===== src/rtl/systolic_feeder4x4_if.sv =====
// Host write port, run handshake and array control bundle
// for the 4x4 systolic feeder.
//   master: host side (drives writes/start, sees status + array drive)
//   slave : feeder side (owns busy/done and every array control/data)
interface systolic_feeder4x4_if #(
    parameter int DATA_W = 16
);
    logic                   wr_en;
    logic                   wr_sel;
    logic [1:0]             wr_row;
    logic [0:3][DATA_W-1:0] wr_data;
    logic                   start;

    logic                   busy;
    logic                   done;
    logic                   data_clear;
    logic                   en_b_shift_bottom;
    logic                   en_shift_right;
    logic                   en_shift_bottom;
    logic [0:3][DATA_W-1:0] a_left_in_flat;
    logic [0:3][DATA_W-1:0] b_top_in_flat;
    logic [0:3][DATA_W-1:0] ps_top_in_flat;

    modport master (
        output wr_en, wr_sel, wr_row, wr_data, start,
        input  busy, done, data_clear,
        input  en_b_shift_bottom, en_shift_right, en_shift_bottom,
        input  a_left_in_flat, b_top_in_flat, ps_top_in_flat
    );

    modport slave (
        input  wr_en, wr_sel, wr_row, wr_data, start,
        output busy, done, data_clear,
        output en_b_shift_bottom, en_shift_right, en_shift_bottom,
        output a_left_in_flat, b_top_in_flat, ps_top_in_flat
    );
endinterface


===== src/rtl/systolic_feeder4x4.sv =====
// Sequencer for the 4x4 weight-stationary array: buffers A and B,
// then runs CLEAR -> LOAD_B (4) -> STREAM (skewed A) -> DONE.
//   Clock, rst_n : clock and async active-low reset
//   bus (slave)  : host writes/start in, status and array drive out
module systolic_feeder4x4 #(
    parameter int DATA_W        = 16,
    parameter int STREAM_CYCLES = 14
) (
    input  logic             Clock,
    input  logic             rst_n,
    systolic_feeder4x4_if.slave bus
);
    localparam int CNT_W = $clog2(STREAM_CYCLES);
    localparam logic [CNT_W-1:0] LAST = CNT_W'(STREAM_CYCLES - 1);

    typedef enum logic [2:0] {
        IDLE, CLEAR, LOAD_B, STREAM, DONE
    } state_t;

    state_t                 state;
    logic [1:0]             load_cnt;
    logic [CNT_W-1:0]       stream_cnt;
    logic [DATA_W-1:0]      a_buf [4][4];
    logic [DATA_W-1:0]      b_buf [4][4];

    logic [1:0]             load_nxt;
    logic [1:0]             b_src;
    logic [CNT_W:0]         feed_t;
    logic [0:3][DATA_W-1:0] b_row_nxt;
    logic [0:3][DATA_W-1:0] a_skew_nxt;

    assign bus.ps_top_in_flat = '0;

    // Outputs are registered, so the data for the coming cycle is
    // formed from the counter value that cycle will hold.
    always_comb begin
        load_nxt = (state == CLEAR) ? 2'd0 : load_cnt + 2'd1;
        // B enters bottom row first: step k feeds row 3-k.
        b_src = ~load_nxt;
        feed_t = (state == LOAD_B) ? '0
               : {1'b0, stream_cnt} + (CNT_W+1)'(1);
        for (int j = 0; j < 4; j++)
            b_row_nxt[j] = b_buf[b_src][j];
        for (int i = 0; i < 4; i++) begin
            a_skew_nxt[i] = '0;
            if (int'(feed_t) >= i && int'(feed_t) <= i + 3)
                a_skew_nxt[i] = a_buf[2'(int'(feed_t) - i)][i];
        end
    end

    always_ff @(posedge Clock or negedge rst_n) begin
        if (!rst_n) begin
            state                 <= IDLE;
            load_cnt              <= '0;
            stream_cnt            <= '0;
            bus.busy              <= 1'b0;
            bus.done              <= 1'b0;
            bus.data_clear        <= 1'b0;
            bus.en_b_shift_bottom <= 1'b0;
            bus.en_shift_right    <= 1'b0;
            bus.en_shift_bottom   <= 1'b0;
            bus.a_left_in_flat    <= '0;
            bus.b_top_in_flat     <= '0;
            for (int r = 0; r < 4; r++)
                for (int c = 0; c < 4; c++) begin
                    a_buf[r][c] <= '0;
                    b_buf[r][c] <= '0;
                end
        end else begin
            bus.done              <= 1'b0;
            bus.data_clear        <= 1'b0;
            bus.en_b_shift_bottom <= 1'b0;
            bus.en_shift_right    <= 1'b0;
            bus.en_shift_bottom   <= 1'b0;
            bus.a_left_in_flat    <= '0;
            bus.b_top_in_flat     <= '0;
            unique case (state)
                IDLE: begin
                    if (bus.wr_en) begin
                        for (int c = 0; c < 4; c++) begin
                            if (bus.wr_sel)
                                b_buf[bus.wr_row][c] <= bus.wr_data[c];
                            else
                                a_buf[bus.wr_row][c] <= bus.wr_data[c];
                        end
                    end
                    if (bus.start) begin
                        state          <= CLEAR;
                        bus.busy       <= 1'b1;
                        bus.data_clear <= 1'b1;
                    end
                end
                CLEAR: begin
                    state                 <= LOAD_B;
                    load_cnt              <= load_nxt;
                    bus.en_b_shift_bottom <= 1'b1;
                    bus.b_top_in_flat     <= b_row_nxt;
                end
                LOAD_B: begin
                    if (load_cnt == 2'd3) begin
                        state               <= STREAM;
                        stream_cnt          <= '0;
                        bus.en_shift_right  <= 1'b1;
                        bus.en_shift_bottom <= 1'b1;
                        bus.a_left_in_flat  <= a_skew_nxt;
                    end else begin
                        load_cnt              <= load_nxt;
                        bus.en_b_shift_bottom <= 1'b1;
                        bus.b_top_in_flat     <= b_row_nxt;
                    end
                end
                STREAM: begin
                    if (stream_cnt == LAST) begin
                        state    <= DONE;
                        bus.busy <= 1'b0;
                        bus.done <= 1'b1;
                    end else begin
                        stream_cnt          <= stream_cnt + CNT_W'(1);
                        bus.en_shift_right  <= 1'b1;
                        bus.en_shift_bottom <= 1'b1;
                        bus.a_left_in_flat  <= a_skew_nxt;
                    end
                end
                DONE:    state <= IDLE;
                default: state <= IDLE;
            endcase
        end
    end
endmodule


===== src/flat_wrapper.sv =====
// flat-port wrapper written by rule: the top's interface ports become plain ports
module systolic_feeder4x4_flat 
#(
    parameter int DATA_W        = 16,
    parameter int STREAM_CYCLES = 14
)
  (Clock, rst_n, bus_wr_en, bus_wr_sel, bus_wr_row, bus_wr_data, bus_start, bus_busy, bus_done, bus_data_clear, bus_en_b_shift_bottom, bus_en_shift_right, bus_en_shift_bottom, bus_a_left_in_flat, bus_b_top_in_flat, bus_ps_top_in_flat);
  systolic_feeder4x4_if #(.DATA_W(DATA_W)) bus_i ();
  input  logic Clock;
  input  logic rst_n;
  input wire logic [$bits(bus_i.wr_en)-1:0] bus_wr_en;
  input wire logic [$bits(bus_i.wr_sel)-1:0] bus_wr_sel;
  input wire logic [$bits(bus_i.wr_row)-1:0] bus_wr_row;
  input wire logic [$bits(bus_i.wr_data)-1:0] bus_wr_data;
  input wire logic [$bits(bus_i.start)-1:0] bus_start;
  output wire logic [$bits(bus_i.busy)-1:0] bus_busy;
  output wire logic [$bits(bus_i.done)-1:0] bus_done;
  output wire logic [$bits(bus_i.data_clear)-1:0] bus_data_clear;
  output wire logic [$bits(bus_i.en_b_shift_bottom)-1:0] bus_en_b_shift_bottom;
  output wire logic [$bits(bus_i.en_shift_right)-1:0] bus_en_shift_right;
  output wire logic [$bits(bus_i.en_shift_bottom)-1:0] bus_en_shift_bottom;
  output wire logic [$bits(bus_i.a_left_in_flat)-1:0] bus_a_left_in_flat;
  output wire logic [$bits(bus_i.b_top_in_flat)-1:0] bus_b_top_in_flat;
  output wire logic [$bits(bus_i.ps_top_in_flat)-1:0] bus_ps_top_in_flat;
  assign bus_i.wr_en = bus_wr_en;
  assign bus_i.wr_sel = bus_wr_sel;
  assign bus_i.wr_row = bus_wr_row;
  assign bus_i.wr_data = bus_wr_data;
  assign bus_i.start = bus_start;
  assign bus_busy = bus_i.busy;
  assign bus_done = bus_i.done;
  assign bus_data_clear = bus_i.data_clear;
  assign bus_en_b_shift_bottom = bus_i.en_b_shift_bottom;
  assign bus_en_shift_right = bus_i.en_shift_right;
  assign bus_en_shift_bottom = bus_i.en_shift_bottom;
  assign bus_a_left_in_flat = bus_i.a_left_in_flat;
  assign bus_b_top_in_flat = bus_i.b_top_in_flat;
  assign bus_ps_top_in_flat = bus_i.ps_top_in_flat;
  systolic_feeder4x4 #(.DATA_W(DATA_W), .STREAM_CYCLES(STREAM_CYCLES)) u_core (.Clock(Clock), .rst_n(rst_n), .bus(bus_i));
endmodule

===== config.mk =====
export PLATFORM = sky130hd
export DESIGN_NAME = systolic_feeder4x4_flat
export DESIGN_NICKNAME = d
export VERILOG_FILES = /design/src/rtl/systolic_feeder4x4_if.sv /design/src/rtl/systolic_feeder4x4.sv /design/src/flat_wrapper.sv
export SDC_FILE = /design/constraint.sdc
export NUM_CORES = 1
export LEC_CHECK = 0
export CAP_MARGIN = 40
export CORE_AREA = 3 3 227 229
export DETAILED_ROUTE_END_ITERATION = 6
export DIE_AREA = 0 0 230 232
export PLACE_DENSITY = 0.78
export SYNTH_ARGS = -nofsm -noshare
export SYNTH_HDL_FRONTEND = slang
export SYNTH_SLANG_ARGS = --single-unit

===== constraint.sdc =====
create_clock -name Clock -period 4.72 [get_ports Clock]
set_clock_uncertainty 0.2 [all_clocks]
set_input_delay 1.416 -clock Clock [delete_from_list [all_inputs] [get_ports Clock]]
set_output_delay 1.416 -clock Clock [all_outputs]
set_load 0.02 [all_outputs]

* Word-level counts from Yosys, hierarchy flattened
Cells that the tools add are included.
W data, S select, Z words.
** Storage, ports and cells
- Register bits after elaboration :: 654
- Word-level logic and storage cells :: 181
** Cells by class
- Add/subtract/negate cells :: 6
- Magnitude comparators :: 14
- Eq/ne operators :: 10
- Mux-type cells :: 83
- Bitwise gates (word level) :: 7
- Reduce and logical (&&, ||, !) cells :: 13
** Operator list (number)
- $mux W256 :: 20
- $bwmux W256 :: 8
- $bmux W64 S2 :: 5
- $demux W64 S2 :: 4
- $mux W64 :: 8
- $pmux W64 S2 :: 2
- $mux W48 :: 3
- $mux W16 :: 7
- $mux W32 :: 3
- $le A5 B3 Y1 const B :: 3
- $ge A2 B3 Y1 const B :: 4
- $pmux W3 S4 :: 1
- $ge A5 B2 Y1 const B :: 2
- $not A2 Y2 :: 5
- $mux W1 :: 9
- $mux W3 :: 3
- $reduce_and A3 Y1 :: 3
- $mux W4 :: 2
- $ne A2 B2 Y1 const B :: 4
- $pmux W4 S2 :: 1
- $eq A3 B2 Y1 const B :: 2
- $ge A3 B3 Y1 const B :: 2
- $not A2 Y3 :: 2
- $pmux W1 S2 :: 3
- other kinds (19) :: 27

* Logic depth before layout (Yosys ltp)
Gate-level depths: netlist of the first run.
- Word-level depth :: 19
- Mapped depth :: 12
- Gate-level depth less buffers :: 8

* Worst setup path before layout of the first run
Ideal clock, no wire load.
- Kind :: register to register
- Start :: register u_core.stream_cnt[1]
- End :: register u_core.bus.a_left_in_flat[10]
- Setup time :: 0.122 ns
- Arrival time :: 3.228 ns
- Required time :: 4.398 ns
- Slack :: 1.170 ns
- Stages on the path, launching flop included :: 12
- Path buffers :: 5
- Clock period less this slack :: 3.550 ns
- Cells stage by stage :: dfrtp_1 inv_1 ha_1 buf_2 buf_1 clkbuf_1 nor2_1 ha_1 buf_1 clkbuf_1 mux4_2 a2111oi_1
** Between the ends
- Cells in the longest elaborated chain, start to end :: 10
** RTL lines
- from (decl) :: line systolic_feeder4x4.sv:22 : logic [CNT_W-1:0] stream_cnt;
- from (signal assigned) :: line systolic_feeder4x4.sv:118 : stream_cnt <= stream_cnt + CNT_W'(1);
- $add A4 B1 Y5 :: line systolic_feeder4x4.sv:41 : : {1'b0, stream_cnt} + (CNT_W+1)'(1);
- $mux W5 :: line systolic_feeder4x4.sv:40 : feed_t = (state == LOAD_B) ? '0
- $sub A2 B2 Y2 :: line systolic_feeder4x4.sv:47 : a_skew_nxt[i] = a_buf[2'(int'(feed_t) - i)][i];
- $not A2 Y2 (not written as such) :: line systolic_feeder4x4.sv:47
- $bmux W64 S2 :: line systolic_feeder4x4.sv:47
- $mux W16 (not written as such) (2 in a row) :: line systolic_feeder4x4.sv:47
- $mux W16 :: line systolic_feeder4x4.sv:46 : if (int'(feed_t) >= i && int'(feed_t) <= i + 3)
- $mux W64 (on tied branches) :: line systolic_feeder4x4.sv:113, systolic_feeder4x4.sv:100
- $pmux W64 S2 (*) :: line systolic_feeder4x4.sv:77 : unique case (state)
- to (signal assigned) :: line systolic_feeder4x4.sv:105 : bus.a_left_in_flat <= a_skew_nxt;
- to (signal assigned) :: line systolic_feeder4x4.sv:121 : bus.a_left_in_flat <= a_skew_nxt;
- to (decl) :: line systolic_feeder4x4_if.sv:35 : output a_left_in_flat, b_top_in_flat, ps_top_in_flat
Mark *: on every way between the ends. The rest lies on a longest branch, timed or not. The select of a mux whose other input is x is not followed.
A chain may end at the register's enable or synchronous reset.

* Worst setup path after layout of the first run
- Start :: register u_core.state[1]
- End :: register u_core.bus.a_left_in_flat[46]
** Between the ends
- Cells in the longest elaborated chain, start to end :: 10
** RTL lines
- from (decl) :: line systolic_feeder4x4.sv:20 : state_t state;
- from (signal assigned) :: line systolic_feeder4x4.sv:53 : state <= IDLE;
- from (signal assigned) :: line systolic_feeder4x4.sv:88 : state <= CLEAR;
- from (signal assigned) :: line systolic_feeder4x4.sv:94 : state <= LOAD_B;
- $eq A3 B2 Y1 :: line systolic_feeder4x4.sv:40, systolic_feeder4x4.sv:77
- $mux W5 :: line systolic_feeder4x4.sv:40
- $sub A2 B1 Y2 :: line systolic_feeder4x4.sv:47
- $not A2 Y2 (not written as such) :: line systolic_feeder4x4.sv:47
- $bmux W64 S2 :: line systolic_feeder4x4.sv:47
- $mux W48 (not written as such) (2 in a row) :: line systolic_feeder4x4.sv:47
- $mux W16 :: line systolic_feeder4x4.sv:46
- $mux W64 (on tied branches) :: line systolic_feeder4x4.sv:113, systolic_feeder4x4.sv:100
- $pmux W64 S2 (*) :: line systolic_feeder4x4.sv:77
Marks and branches as above.

==> results of run 1 <==
## layout make-up
type	count	area (sq um)
inverters	106	399
fillers	3532	16400
flip-flops and latches	654	16400
multi-input cells	1246	11000
repair buffers	258	2710
clock buffers	99	1980
well taps	672	841
diodes	1	2.50
clock inverters	17	198
## metrics by stage
stage / worst slack (ns) / utilization, % / cells / area [sq um] / hold WS, ns
after floorplan: 1.17 / - / 2225 / 28900 / 0.253
after global placement: 0.714 / 62.7 / 2932 / 31300 / 0.268
after detailed placement: 0.732 / 62.8 / 2936 / 31300 / 0.283
after CTS: 1.10 / 67.2 / 3052 / 33500 / 0.298
after global routing: 0.970 / 67.2 / 3053 / 33500 / 0.312
final: 1.22 / 67.2 / 3053 / 33500 / 0.298
## synth_stat cells, types with 2 or more instances
| cell type | n |
|---|---|
| or3_1 | 2 |
| nor2_2 | 2 |
| a22oi_1 | 17 |
| mux2i_1 | 35 |
| nand3_1 | 3 |
| a221oi_1 | 79 |
| ha_1 | 6 |
| nand2_1 | 182 |
| nand2b_1 | 37 |
| a21boi_0 | 2 |
| a2111oi_2 | 11 |
| mux4_2 | 32 |
| o21bai_1 | 2 |
| clkbuf_1 | 69 |
| o22ai_1 | 34 |
| o21ai_0 | 40 |
| and2_1 | 17 |
| a2111oi_1 | 2 |
| nor3b_1 | 22 |
| a311oi_1 | 65 |
| inv_1 | 104 |
| a2111oi_0 | 3 |
| nand3b_1 | 4 |
| xnor2_1 | 2 |
| inv_2 | 2 |
| a31oi_1 | 2 |
| mux2_1 | 5 |
| dfrtp_1 | 654 |
| or2_2 | 2 |
| nor3_1 | 17 |
| o31ai_1 | 4 |
| nor2_1 | 9 |
| buf_4 | 79 |
| buf_2 | 55 |
| a21oi_1 | 20 |
| buf_1 | 14 |
| mux2_2 | 507 |
## path summary, 6_finish.rpt
| check | endpoint | slack (ns) | cells past startpoint |
|---|---|---|---|
| setup reg to reg | u_core.bus.a_left_in_flat[46]$_DFF_PN0_ | 1.22 | 6 |
| hold reg to reg | u_core.load_cnt[1]$_DFFE_PN0P_ | 0.30 | 2 |
| min in group asynchronous | u_core.bus.a_left_in_flat[49]$_DFF_PN0_ | 0.64 | 1 |
| setup / recovery | u_core.bus.a_left_in_flat[46]$_DFF_PN0_ | 1.22 | 6 |
| hold / removal | u_core.load_cnt[1]$_DFFE_PN0P_ | 0.30 | 2 |
| max in group asynchronous | u_core.b_buf[78]$_DFFE_PN0P_ | 2.69 | 3 |
## cells in the final DEF, fill, tap and decap left out, types with 19 or more instances in the layout
| cell type | instances |
|---|---|
| a21oi_1 | 19 |
| a221oi_1 | 79 |
| a311oi_1 | 65 |
| buf_12 | 19 |
| buf_4 | 32 |
| clkbuf_16 | 71 |
| clkdlybuf4s50_1 | 203 |
| conb_1 | 64 |
| dfrtp_1 | 653 |
| inv_1 | 104 |
| mux2_2 | 507 |
| mux2i_1 | 35 |
| mux4_2 | 32 |
| nand2_1 | 181 |
| nand2b_1 | 36 |
| nor3b_1 | 19 |
| o21ai_0 | 40 |
| o22ai_1 | 34 |
## state kept, by name, summed over array words and instances, names as in the netlist
register,count
u_core.a_buf,256
u_core.b_buf,256
u_core.bus.a_left_in_flat,64
u_core.bus.b_top_in_flat,64
u_core.bus.busy,1
u_core.bus.data_clear,1
u_core.bus.done,1
u_core.bus.en_b_shift_bottom,1
u_core.bus.en_shift_right,1
u_core.load_cnt,2
u_core.state,3
u_core.stream_cnt,4
## metal layers
metal / track usage [%] / wire length (microns)
met1: 36.0 / 29200
met5: 0 / 51
met3: 4.98 / 4740
met4: 8.40 / 1820
met2: 43.1 / 34400
## kinds of logic after synthesis
group | count (synthesis)
flops | 654
mux | 579
buf+inv | 325
simple gates | 309
compound gates | 286
fa+ha+maj | 6
xor+xnor | 2
other cells | 1
## power by group through the flow
stage / clock network, W / registers (W) / logic (W)
final: 0.00528 / 0.00928 / 0.00935
after global routing: 0.00558 / 0.00953 / 0.0101
after floorplan: 0 / 0.00920 / 0.00630
after global placement: 0 / 0.00914 / 0.00890
after CTS: 0.00537 / 0.00924 / 0.00938
after detailed placement: 0 / 0.00931 / 0.00929
## worst max-delay path: cells and delay by family (launching register included)
kind | cells | cell delay (ns)
flip-flops | 1 | 0.58
buffers and inverters | 1 | 0.55
adder cells (fa/ha/maj) | 1 | 0.89
multiplexers | 1 | 0.35
AND/OR/NAND/NOR | 3 | 0.76
==> summary.md, run 1 <==
| Metric | Value |
|---|---|
| Synth Cell Area | 28600 sq um |
| Worst reg2reg path startpoint | u_core.state[1]$_DFFE_PN0P_ |
| Resize count post-CTS | 0 |
| Yosys top cell by area | dfrtp_1 |
| Final setup viols | 0 |
| Crit path largest cell delay | 0.89 ns |
| Crit path DAT | 3.74 ns |
| Seq/Total Area, Yosys | 57.2% |
| Gate Count Post-Synth | 2162 |
| Post-Synth Adder-Cell Area | 0.262% |
| Setup bufs post-CTS | 0 |
| XOR/XNOR share of the synthesized area | 0.0612% |
| Compound-Gate Fraction of Synth Area | 7.80% |
| Initial antenna violation count | 6 |
| Tmin final | 3.50 ns |
| Critical path class | reg -> reg |
| CTS Sinks | 654 |
| Core Rows | 82 |
| Routed WL | 70200 microns |
| Worst IR Drop VDD | 0.513 mV |
| Io pins | 269 |
| Initial drt markers | 1559 |
| ANT nets after route | 0 |
| Main synth FF type | dfrtp_1 |
| Clock Tree Buf Depth | 3 |
| Worst Path Max Fanout | 67 |
| Via Count | 18559 |
| Clock Power Share | 22.1% |
| Leakage | 15.0 nW |
| Logic pwr share | 39.1% |
| Power density over cell area | 714 nW/um^2 |
| EDFF count, synth | 0 |
| Syn Area/Cell | 13.2 sq um |
| CORE AREA | 49900 sq um |
| Yosys reg bits | 654 |
| Initial core utilization | 57.4% |
| Clock latency at the later pin of the worst-skew pair | 0.59 ns |
| Simple-Gate Fraction of Synth Area | 5.22% |
| Area growth syn-to-layout | 17.1% |
| CTS clk-pin slew, worst paths | 0.06 ns |
| Top cells by area, synth | dfrtp_1 57%, mux2_2 20%, mux4_2 2.5% |
| First-pass GRT wire length | 110000 microns |
| Die span in y | 232 microns |
| Ys async rst share | 100% |
| TritonCTS clock tree | built |
| RD Place Congestion | 0.782 |
| Sw Pwr | 0.00857 W |
| Rel. slew slack | 42.1% |
| Critical Path Source | u_core.state[1]$_DFFE_PN0P_ |
| Period utilisation layout | 74.1% |
| CP max stage cell | ha_1 |
| Worst setup SP type | flip-flop |
| Mux cell area share after synthesis | 23.9% |
| Netlist cell types | 57 |
| Switch share | 35.8% |
| Hold Path Class | reg -> reg |
| Sequential share of power | 38.8% |
| Yosys warns | 0 |
| Die Area | 53400 sq um |
| CTS Root Cell | clkbuf_16 |
| Dpl hpwl | 43000 microns |
| Port Buffer Count | 204 |
| Hold Fails Final Rpt | 0 |
| Critical Path RT | 4.96 ns |
| H-tree lvl count | 3 |
| Hold Crit Start | u_core.load_cnt[1]$_DFFE_PN0P_ |
| CTS Buf Count | 67 |
| # hold bufs at CTS | 0 |
| Worst-margin pin slew | 0.869 ns |
| Largest family of logic cells by synthesized area | multiplexers |
| Chip width | 230 microns |
| Overflow after GRT | 0 |
| Vias/cell | 6.08 |
| Violated checks | design-rule violations |
| Pins Over Slew Limit | 0 |
| Setup_tns | 0 ns |
| Synth top area share | 57.2% |
| Vias in the first global route | 19277 |
| Share of cells above drive strength 1 | 30.7% |
| Total GRT Usage | 26.3% |
| Final routed DRC violation total | 1 |
| First-pass iteration count of the detailed router | 7 |
| Drt wl/cell | 23.0 microns |
| Status | complete, but fails checks |
| Total Power | 0.0239 W |
| Fmax | 286 MHz |
| Critical path endpoint category | flip-flop |
| Largest net degree at the start of global routing | 84 |
| Cell Int Power | 0.0153 W |
| Max cap viols | 0 |
| Worst-path cell chain | nor3b_2, buf_4, nor2_1, ha_1, mux4_2, nor3b_1 |
| Final nets | 2410 |
| Unrepaired setup endpoints after global routing | false |
Power figures use the tool's default switching activity.
==> inputs of run 2 (changes only) <==
--- a/config.mk
+++ b/config.mk
@@ -6,10 +6,10 @@
 export NUM_CORES = 1
 export LEC_CHECK = 0
 export CAP_MARGIN = 40
-export CORE_AREA = 3 3 227 229
+export CORE_AREA = 3 3 239 241
 export DETAILED_ROUTE_END_ITERATION = 6
-export DIE_AREA = 0 0 230 232
-export PLACE_DENSITY = 0.78
+export DIE_AREA = 0 0 242 244
+export PLACE_DENSITY = 0.74
 export SYNTH_ARGS = -nofsm -noshare
 export SYNTH_HDL_FRONTEND = slang
 export SYNTH_SLANG_ARGS = --single-unit
==> constraint.sdc (replaced) <==
create_clock -name Clock -period 3.14 [get_ports Clock]
set_clock_uncertainty 0.2 [all_clocks]
set_input_delay 0.942 -clock Clock [delete_from_list [all_inputs] [get_ports Clock]]
set_output_delay 0.942 -clock Clock [all_outputs]
set_load 0.02 [all_outputs]
==> run 2 against run 1 <==
The run now ends clean. Sequential power grew 50%. Die area up 11%. Count of clock-buffer cells in the layout increased by 2. Setup slack got worse by 1.0 ns. Wire length grew 1.9%. Critical path depth rose by 1. Power rose by 52%. Sequential share of layout area down 1.1 points. Clock power rose by 49%. Flip-flop and latch count is the same. Global-route usage fell by 2.2 points. Maximum frequency increased by 19%.
==> summary.md, run 2 (synthesized netlist as in run 1, its figures left out) <==
| Metric | Value |
|---|---|
| Total Power | 0.0364 W |
| Chip width | 242 microns |
| Worst-margin pin slew | 0.852 ns |
| Clock latency at the later pin of the worst-skew pair | 0.59 ns |
| Post-Place Cell Area | 32100 sq um |
| Final nets | 2465 |
| CP Depth | 7 |
| Share of cells above drive strength 1 | 32.3% |
| Routed WL | 71500 microns |
| Hold Fails Final Rpt | 0 |
| Worst setup SP type | flip-flop |
| ANT nets after route | 0 |
| Leakage | 15.4 nW |
| Area growth syn-to-layout | 19.7% |
| First-pass GRT wire length | 113000 microns |
| Vias in the first global route | 19673 |
| CP top delay family | adder cells |
| Core Rows | 86 |
| CP bufs+invs | 2 |
| Status | finished clean |
| Power density over cell area | 1060 nW/um^2 |
| Dpl hpwl | 45900 microns |
| Critical Path RT | 3.35 ns |
| Hold Path Class | in -> async |
| Crit path largest cell delay | 0.50 ns |
| Critical path endpoint category | flip-flop |
| CTS clk-pin slew, worst paths | 0.06 ns |
| Largest net degree at the start of global routing | 80 |
| Final routed DRC violation total | 0 |
| Flop2flop setup slack | 0.20 ns |
| Overflow after GRT | 0 |
| TritonCTS clock tree | built |
| Pins Over Slew Limit | 0 |
| Die span in y | 244 microns |
| Fmax | 340 MHz |
| Total GRT Usage | 24.2% |
| Drt wl/cell | 22.5 microns |
| Hold Worst Slack | 0.0594 ns |
| Worst reg2reg path startpoint | u_core.stream_cnt[1]$_DFFE_PN0P_ |
| First-pass iteration count of the detailed router | 5 |
| Die Area | 59000 sq um |
| Tmin final | 2.94 ns |
| Via Count | 18594 |
| Worst Path Max Fanout | 10 |
| Worst-path cell chain | inv_1, ha_4, nor2_1, ha_2, buf_4, mux4_2, a2111oi_0 |
| CP max stage cell | ha_2 |
| Io pins | 269 |
| CORE AREA | 55100 sq um |
| RD Place Congestion | 0.800 |
| Layout Utilization | 62.2% |
| Unrepaired setup endpoints after global routing | false |
| Worst setup endpoint | u_core.bus.a_left_in_flat[0]$_DFF_PN0_ |
| Finished Cell Area | 34300 sq um |
| Critical path class | reg -> reg |
| CTS Buf Count | 68 |
| CTS Root Cell | clkbuf_16 |
| Final setup viols | 0 |
| H-tree lvl count | 3 |
| Reg-to-reg critical path endpoint | u_core.bus.a_left_in_flat[0]$_DFF_PN0_ |
| Max cap viols | 0 |
| Most frequent cells in the layout | 653 x dfrtp_1, 507 x mux2_2, 203 x clkdlybuf4s50_1, 181 x nand2_1, 104 x inv_1 |
| Port Buffer Count | 204 |
| Critical Path Source | u_core.stream_cnt[1]$_DFFE_PN0P_ |
| Clock Tree Buf Depth | 3 |
| Rel. slew slack | 43.2% |
| Initial drt markers | 1464 |
| Initial core utilization | 51.9% |
| Crit path DAT | 3.15 ns |
| Worst IR Drop VDD | 0.821 mV |
| Setup_tns | 0 ns |
| Vias/cell | 5.84 |
| Most common cell after layout, fill and taps aside | dfrtp_1 |
| CTS Sinks | 654 |
| Biggest regs | u_core.a_buf (256), u_core.b_buf (256) |
| R2R depth | 7 |
| Initial antenna violation count | 3 |
| Period utilisation layout | 93.8% |
## run 2: repair_timing
| action | in CTS | in global routing |
|---|---|---|
| resized for setup | 0 | 3 |
| setup endpoints to repair | 0 | 20 |
| endpoints found under the hold margin | 0 | 0 |
| setup buffers | 0 | 0 |
| hold buffers | 0 | 0 |
## run 2: per-layer routing
metal | wire [microns] | global-route usage, % | vias to the layer above
li1 | - | - | 8086
met1 | 31100 | 33.1 | 9840
met2 | 35100 | 39.8 | 558
met3 | 3700 | 3.77 | 110
met4 | 1580 | 8.04 | 0
met5 | 0 | 0 | -
## run 2: report_power, final
| part | total (W) | switching, W | internal, W |
|---|---|---|---|
| Combinational | 0.0147 | 0.00784 | 0.00684 |
| Sequential | 0.0139 | 0.00195 | 0.0119 |
| Clock | 0.00785 | 0.00320 | 0.00464 |
| Total | 0.0364 | 0.0130 | 0.0234 |
## run 2: layout make-up
| cell class | count | area [sq um] |
|---|---|---|
| clock buffer | 101 | 2000 |
| multi-input combinational | 1246 | 11000 |
| inverter | 106 | 399 |
| tap | 748 | 936 |
| sequential | 654 | 16400 |
| antenna | 2 | 5.00 |
| clock inverter | 16 | 161 |
| timing repair buffer | 312 | 3370 |
| fill | 4127 | 20800 |
## run 2: worst min-delay path by stage
stage,startpoint,end,slack (ns),cells after the start
floorplan,u_core.load_cnt[1]$_DFFE_PN0P_,u_core.load_cnt[1]$_DFFE_PN0P_,0.25,2
global placement,u_core.a_buf[215]$_DFFE_PN0P_,u_core.a_buf[215]$_DFFE_PN0P_,0.27,1
detailed placement,u_core.load_cnt[1]$_DFFE_PN0P_,u_core.load_cnt[1]$_DFFE_PN0P_,0.28,2
CTS,rst_n,u_core.a_buf[185]$_DFFE_PN0P_,0.05,1
global route,rst_n,u_core.a_buf[241]$_DFFE_PN0P_,0.07,1
finish,rst_n,u_core.a_buf[241]$_DFFE_PN0P_,0.06,1
## run 2: per-stage QoR
stage	cells	setup slack [ns]
global route	3183	0.0607
global placement	3064	-0.295
floorplan	2225	0.0246
CTS	3183	0.0297
detailed placement	3066	-0.318
finish	3185	0.196
